**config.mk**
```make
export PLATFORM = sky130hd
export DESIGN_NAME = scan_sequencer
export DESIGN_NICKNAME = d
export VERILOG_FILES = /design/src/rtl/scan_pkg.sv /design/src/rtl/scan_next_ch.sv /design/src/rtl/scan_sequencer.sv
export SDC_FILE = /design/constraint.sdc
export NUM_CORES = 1
export LEC_CHECK = 0
export BUFFER_PORTS_ARGS = -buffer_cell sky130_fd_sc_hd__buf_2
export CAP_MARGIN = 20
export CELL_PAD_IN_SITES_DETAIL_PLACEMENT = 0
export CELL_PAD_IN_SITES_GLOBAL_PLACEMENT = 1
export CORE_ASPECT_RATIO = 0.9
export CORE_UTILIZATION = 44
export CTS_CLUSTER_SIZE = 12
export DETAILED_ROUTE_END_ITERATION = 16
export HOLD_SLACK_MARGIN = 0.05
export PLACE_DENSITY_LB_ADDON = 0.1
export SLEW_MARGIN = 20
export SYNTH_ARGS = -nofsm -noshare
export SYNTH_HDL_FRONTEND = slang
export SYNTH_SLANG_ARGS = --single-unit
```
**constraint.sdc**
```tcl
create_clock -name clk -period 3.7 [get_ports clk]
set_input_delay 0.185 -clock clk [delete_from_list [all_inputs] [get_ports clk]]
set_output_delay 0.185 -clock clk [all_outputs]
set_load 0.1 [all_outputs]
```
**src/rtl/scan_pkg.sv**
```systemverilog
// scan_pkg: shared state encoding and channel constants for the scan sequencer.
package scan_pkg;
    localparam int NUM_CH = 8;
    localparam int SEL_W  = 3;
    typedef enum logic [1:0] {IDLE, ACTIVE, BLANK} scan_state_t;
endpackage

```
**src/rtl/scan_next_ch.sv**
```systemverilog
// scan_next_ch: picks the lowest enabled channel above cur, wrapping to the lowest overall.
module scan_next_ch
    import scan_pkg::*;
(
    input  logic [NUM_CH-1:0] mask,
    input  logic [SEL_W-1:0]  cur,
    output logic [SEL_W-1:0]  nxt,
    output logic              wrap,
    output logic              none
);
    logic [SEL_W-1:0] lo, hi;
    logic             hit;

    // Descending scan so the last match written is the lowest index.
    always_comb begin
        lo  = '0;
        hi  = '0;
        hit = 1'b0;
        for (int k = NUM_CH - 1; k >= 0; k--) begin
            if (mask[k]) lo = SEL_W'(k);
            if (mask[k] && k > int'(cur)) begin
                hi  = SEL_W'(k);
                hit = 1'b1;
            end
        end
    end

    assign nxt  = hit ? hi : lo;
    assign wrap = !hit;
    assign none = (mask == '0);
endmodule

```
**src/rtl/scan_sequencer.sv**
```systemverilog
// scan_sequencer: round-robin channel scanner with per-channel dwell and blanking gap.
module scan_sequencer #(
    parameter int DWELL = 100,
    parameter int BLANK = 2
) (
    input  logic                        clk,
    input  logic                        rst_n,
    input  logic                        en,
    input  logic [scan_pkg::NUM_CH-1:0] mask,
    output logic [scan_pkg::SEL_W-1:0]  sel,
    output logic                        sel_valid,
    output logic                        frame_done
);
    import scan_pkg::scan_state_t;
    import scan_pkg::IDLE;
    import scan_pkg::ACTIVE;
    import scan_pkg::SEL_W;

    localparam int MX = (DWELL > BLANK) ? DWELL : BLANK;
    localparam int CW = $clog2(MX + 1);

    scan_state_t      state_q;
    logic [SEL_W-1:0] sel_q;
    logic             valid_q, fd_q;
    logic [CW-1:0]    cnt_q;
    logic [SEL_W-1:0] nxt, cur;
    logic             wrap, none, at_last;

    // From IDLE, searching above the top index yields the lowest enabled channel.
    assign cur     = (state_q == IDLE) ? SEL_W'(scan_pkg::NUM_CH - 1) : sel_q;
    assign at_last = cnt_q == ((state_q == ACTIVE) ? CW'(DWELL - 1) : CW'(BLANK - 1));

    scan_next_ch u_next (
        .mask (mask),
        .cur  (cur),
        .nxt  (nxt),
        .wrap (wrap),
        .none (none)
    );

    always_ff @(posedge clk or negedge rst_n) begin
        if (!rst_n) begin
            state_q <= IDLE;
            sel_q   <= '0;
            valid_q <= 1'b0;
            fd_q    <= 1'b0;
            cnt_q   <= '0;
        end else if (!en) begin
            state_q <= IDLE;
            valid_q <= 1'b0;
            fd_q    <= 1'b0;
            cnt_q   <= '0;
        end else begin
            fd_q  <= 1'b0;
            cnt_q <= cnt_q + CW'(1);
            case (state_q)
                IDLE: begin
                    cnt_q <= '0;
                    if (!none) begin
                        state_q <= ACTIVE;
                        sel_q   <= nxt;
                        valid_q <= 1'b1;
                    end
                end
                ACTIVE: if (at_last) begin
                    cnt_q <= '0;
                    if (BLANK > 0) begin
                        state_q <= scan_pkg::BLANK;
                        valid_q <= 1'b0;
                    end else if (none) begin
                        state_q <= IDLE;
                        valid_q <= 1'b0;
                    end else begin
                        sel_q <= nxt;
                        fd_q  <= wrap;
                    end
                end
                default: if (at_last) begin
                    cnt_q <= '0;
                    if (none) begin
                        state_q <= IDLE;
                    end else begin
                        state_q <= ACTIVE;
                        sel_q   <= nxt;
                        valid_q <= 1'b1;
                        fd_q    <= wrap;
                    end
                end
            endcase
        end
    end

    assign sel        = sel_q;
    assign sel_valid  = valid_q;
    assign frame_done = fd_q;
endmodule

```
== After elaboration in Yosys (flattened, before gate mapping) ==
Index checks and enable logic that the tools add are counted.

* Add/subtract/negate cells: 1
* Order comparisons: 7
* Equal/unequal tests: 5
* Muxes and demuxes: 46
* Bitwise operators: 1
* Reduce and logical (&&, ||, !) cells: 15

{| class="wikitable"
|+ Operator list
! kind !! count
|-
| $mux W3 || 19
|-
| $mux W7 || 4
|-
| $mux W1 || 16
|-
| $gt A3 B3 Y1 const A || 4
|-
| $logic_not A8 Y1 || 1
|-
| $mux W2 || 4
|-
| $add A7 B1 Y7 const B || 1
|-
| $eq A7 B7 Y1 || 1
|-
| $logic_and A1 B1 Y1 || 7
|-
| $gt A2 B3 Y1 const A || 2
|-
| $ne A3 B3 Y1 const B || 2
|-
| $pmux W3 S2 || 1
|-
| $reduce_and A3 Y1 || 2
|-
| $pmux W2 S2 || 1
|-
| $gt A1 B3 Y1 const A || 1
|-
| $ne A3 B1 Y1 const B || 1
|-
| $eq A2 B1 Y1 const B || 1
|-
| $logic_not A2 Y1 || 1
|-
| $pmux W1 S2 || 1
|-
| $reduce_and A2 Y1 || 1
|-
| $reduce_bool A2 Y1 || 1
|-
| $reduce_or A2 Y1 || 1
|-
| $logic_not A1 Y1 || 1
|-
| $not A1 Y1 || 1
|}

* Register bits: 14
* Bits of input ports: 11
* Output and inout port bits: 5
* Logic and storage cells: 80

== Depth between registers and ports, before layout ==
* Depth after elaboration: 16
* Gate-level depth with buffers: 6
* Gate-level depth less buffers: 5

== Hierarchy ==
From an unflattened synthesis, not the netlist that was laid out.

* Cell total of the unflattened synthesis: 110
* Area total of the unflattened synthesis: 1024.7 µm²

{| class="wikitable"
|+ By module, submodules not included
! module !! times used !! cells an instance !! area an instance (µm²) !! sequential area each (µm²)
|-
| scan_sequencer || 1 || 67 || 710.7 || 350.3
|-
| scan_next_ch || 1 || 43 || 314.1 || 0.0
|}

== Worst setup path after synthesis ==
No wires, ideal clock.

* Kind: flip-flop to flip-flop
* From: register sel_q[1] (netlist: sel[1])
* To: register sel_q[0] (netlist: sel[0])
* Library setup time: 0.134 ns
* Arrival time: 2.011 ns
* Data required time: 3.566 ns
* Slack: 1.555 ns
* Stages on the path, launching flop included: 7
* Buffers on the path: 1
* Period minus slack after synthesis: 2.145 ns
* Cells stage by stage: dfrtp_1 buf_2 o21ai_0 and3_1 a41o_1 a22oi_1 a31oi_1

* Cells in the longest elaborated chain, start to end: 14
* Elaborated cells between the ends (all ways): 33
* Classes of those cells: 7 x order compare; 19 x mux; 7 x reduce/logical

{| class="wikitable"
|+ RTL lines
! what !! RTL line !! source
|-
| start: declaration || scan_sequencer.sv:23 || <nowiki>logic [SEL_W-1:0] sel_q;</nowiki>
|-
| start signal: assignment || scan_sequencer.sv:61 || <nowiki>sel_q <= nxt;</nowiki>
|-
| start signal: assignment || scan_sequencer.sv:74 || <nowiki>sel_q <= nxt;</nowiki>
|-
| start signal: assignment || scan_sequencer.sv:84 || <nowiki>sel_q <= nxt;</nowiki>
|-
| $mux W3 * || scan_sequencer.sv:30 || <nowiki>assign cur = (state_q == IDLE) ? SEL_W'(scan_pkg::NUM_CH - 1) : sel_q;</nowiki>
|-
| $gt A3 B3 Y1 || scan_next_ch.sv:21 || <nowiki>if (mask[k] && k > int'(cur)) begin</nowiki>
|-
| $logic_and A1 B1 Y1 || scan_next_ch.sv:21 ||
|-
| $mux W3 / $mux W1 (equally long branches) (7 in series) || scan_next_ch.sv:21 ||
|-
| $mux W3 * || scan_next_ch.sv:28 || <nowiki>assign nxt = hit ? hi : lo;</nowiki>
|-
| $mux W3 * || scan_sequencer.sv:59, scan_sequencer.sv:80 ||
|-
| $mux W3 || scan_sequencer.sv:78 || <nowiki>default: if (at_last) begin</nowiki>
|-
| $pmux W3 S2 * || scan_sequencer.sv:56 || <nowiki>case (state_q)</nowiki>
|}

Every way passes the cells marked *; elsewhere a longest branch is shown, timed or not. The select of a mux whose other input is x is not followed.
A chain may end at the register's enable or synchronous reset.

== Worst setup path in the final report ==
* From: register cnt_q[3]
* To: register cnt_q[5]

* Cells in the longest elaborated chain, start to end: 4
* Elaborated cells between the ends (all ways): 5
* Classes of those cells: 1 x add/sub; 1 x eq/ne; 3 x mux

{| class="wikitable"
|+ RTL lines
! what !! RTL line !! source
|-
| start: declaration || scan_sequencer.sv:25 || <nowiki>logic [CW-1:0] cnt_q;</nowiki>
|-
| start signal: assignment || scan_sequencer.sv:55 || <nowiki>cnt_q <= cnt_q + CW'(1);</nowiki>
|-
| $add A7 B1 Y7 / $eq A7 B7 Y1 (equally long branches) || scan_sequencer.sv:55, scan_sequencer.sv:31 ||
|-
| $mux W7 * || scan_sequencer.sv:65, scan_sequencer.sv:78 ||
|-
| $mux W7 * || -- ||
|-
| $mux W7 * || scan_sequencer.sv:48 || <nowiki>end else if (!en) begin</nowiki>
|}

Every way passes the cells marked *; elsewhere a longest branch is shown, timed or not.

==> results.md <==
- Syn nets: between 100 and 150
- Largest stage delay on the critical path: 0.45 ns
- Post-Place Worst Slack: 2.08 ns
- Vias: 853
- Die Wd: 50.6 um
- Synth Instances: 107
- Seq. cell area: 350 sq um
- Worst Tran Pin Value: 0.485 ns
- Worst vdd ir: 0.389 mV
- CTS max path bufs: 2
- Fill count: 170
- Cts repair resizes: 0
- DP Wirelength: between 1.5 and 2 mm
- Endpoints failing setup: 0
- Critical Path Start Type: register
- Level count of the clock H-tree: 1
- DRC: 0
- Setup TNS: 0 ns
- CP max-delay cell: dfrtp_1
- GRT overflow: 0
- Cell Count Post-Placement: 146
- P_leak: 0.464 nW
- Total die area: roughly 2300 sq um
- Distinct cell type count after synthesis: 39
- Worst Setup End Kind: register
- Hold-fix buffers, CTS: 1
- CTS Sinks: 14
- Wire length per cell: approximately 13 um
- I/O Buffers: 15
- Fin util: 55.6%
- Vias in the first global route: 742
- Slew HR: 67.9%
- Area grow syn2layout: 15.8%
- Drt total wl: 2.03 mm
- Setup CP Type: register to register
- Leading cell type in the layout, fill and taps excluded: nor2_1
- Share of cells above drive strength 1: 22.2%
- Total GRT Usage: 19.8%
- CP max FO: 7
- Main flop type after synthesis: dfrtp_1
- FMAX: 607 MHz
- Num CTS Buffers: 3
- Layout net count: 139
- Area occupied by multi-input gates: 567 sq um
- Number of flops mapped to enable cells by yosys: 0
- Crit path time final: 1.65 ns
- Worst setup margin: 2.05 ns
- WP data arrival: approximately 1.8 ns
- Clock Latency Late Sink: 0.28 ns
- Fin Hold WS: 0.216 ns
- Worst Path Required: 3.85 ns
- Chip height: 45.8 um
- Core area: 1950 sq um
- Rows: 15
- Post-CTS Setup Repair Bufs: 0
- Status: finished, final reports clean
- Ys async rst share: 100%
- 1st-iter DRT viols: 38
- First-pass GRT wire length: between 3 and 4 mm
- I/O pins: 16
- Via density: 5.65
- Gpl congestion: between 0.8 and 0.9
- Yosys warns: 0
- Post-Syn Area: approximately 940 sq um
- Commonest cells after routing, fill and taps aside: nor2_1 (18), buf_2 (15), dfrtp_1 (14), nand2_1 (10), o21ai_0 (7)
- Register area share after synthesis: 37.4%
- Critical Path, Cell by Cell: nor4b_4 -> and3_1 -> a21oi_1 -> o211ai_2 -> nor2_1
- Initial core utilization: 48.0%
- Avg Cell Area, Syn: roughly 8.8 sq um
- RSZ-0062 raised after global routing: no
- Clock Root Buffer: clkbuf_4
- Diodes inserted: 0
- Register bit total from synthesis: 14
- CTS tree: done
- Clock transition at path regs: 0.08 ns
- Slew Viols, Final: 0
- HP Class: input pin to register
- Final worst path period share: between 40% and 50%
- Fin. Hold Viols: 0
- Final non-filler cell total: ~150
- Initial DRT Pass Iterations: 4
- Largest net degree at the start of global routing: 15
- PwrDens: 505 nW/um^2
- Initial antenna violation count: 0
- Max cap viols: 0
- Setup Skew: about 0.0042 ns
- Antenna Nets Post-Route: 0
-- flip-flops by register name, summed over array words and instances, names as in the netlist --
signal,cells
sel,3
cnt_q,7
state_q,2
frame_done,1
sel_valid,1
-- path summary, 6_finish.rpt --
| kind | slack [ns] | depth (start not counted) | start | to |
|---|---|---|---|---|
| max | 2.05 | 5 | cnt_q[3] | cnt_q[5] |
| min | 0.22 | 2 | en | state_q[1] |
| max reg2reg | 2.05 | 5 | cnt_q[3] | cnt_q[5] |
| min reg2reg | 0.50 | 1 | cnt_q[0] | cnt_q[0] |
| max in group asynchronous | 3.14 | 2 | rst_n | cnt_q[2] |
| min in group asynchronous | 0.32 | 2 | rst_n | cnt_q[3] |
-- worst max-delay path: cells and delay by family, from the launching register on --
kind / cells / cell delay [ns]
AOI/OAI and AO/OA: 2 / 0.40
and+or+nand+nor: 3 / 0.66
DFF: 1 / 0.45
-- layer usage --
metal | up-vias | GRT usage, % | wire [um]
met5 | - | 0 | 0
met4 | 0 | 1.67 | 0
met3 | 0 | 7.00 | 92
met2 | 19 | 28.5 | 845
met1 | 403 | 29.6 | 1090
li1 | 431 | - | -
-- per-stage QoR --
stage                     power [mW]  instance area [sq um]
after global placement         0.441                   1040
after CTS                      0.551                   1080
after global routing           0.577                   1080
after detailed placement       0.440                   1040
after floorplan                0.388                    937
final                          0.547                   1080
-- report_power, final --
part / switching, mW / internal [mW] / total (mW)
clock network: 0.0480 / 0.0599 / 0.108
registers: 0.0320 / 0.169 / 0.201
logic: 0.176 / 0.0618 / 0.238
-- cell usage after synthesis (2+ instances only) --
library cell | count | area share, %
xor2_1 | 2 | 1.9
nand2_1 | 10 | 4.0
nor3_1 | 2 | 1.1
o21ai_0 | 7 | 3.7
inv_1 | 4 | 1.6
xnor2_1 | 3 | 2.8
dfrtp_1 | 14 | 37
nor2b_1 | 3 | 2.0
a31oi_1 | 5 | 3.3
nor2_1 | 18 | 7.2
a22oi_1 | 2 | 1.6
nand3_1 | 5 | 2.7
a21oi_1 | 5 | 2.7
and3_1 | 2 | 1.3
-- kinds of logic (layout without fill, tap and decap cells) --
logic type | Yosys count | after routing | synth area share [%]
AND/OR/NAND/NOR | 51 | 51 | 30.4
AO/OA/AOI/OAI | 31 | 31 | 24.0
flip-flops | 14 | 14 | 37.4
XOR/XNOR | 5 | 5 | 4.67
buffers and inverters | 5 | 24 | 2.14
adder cells (fa/ha/maj) | 1 | 1 | 1.33
-- cell type report --
type                    count  share of cell area [%]
inverters                   4                    1.38
flip-flops and latches     14                    32.3
multi-input cells          88                    52.2
clock buffers               4                    3.34
well taps                  25                    2.88
repair buffers             16                    7.84
(Power assumes the default switching activity.)
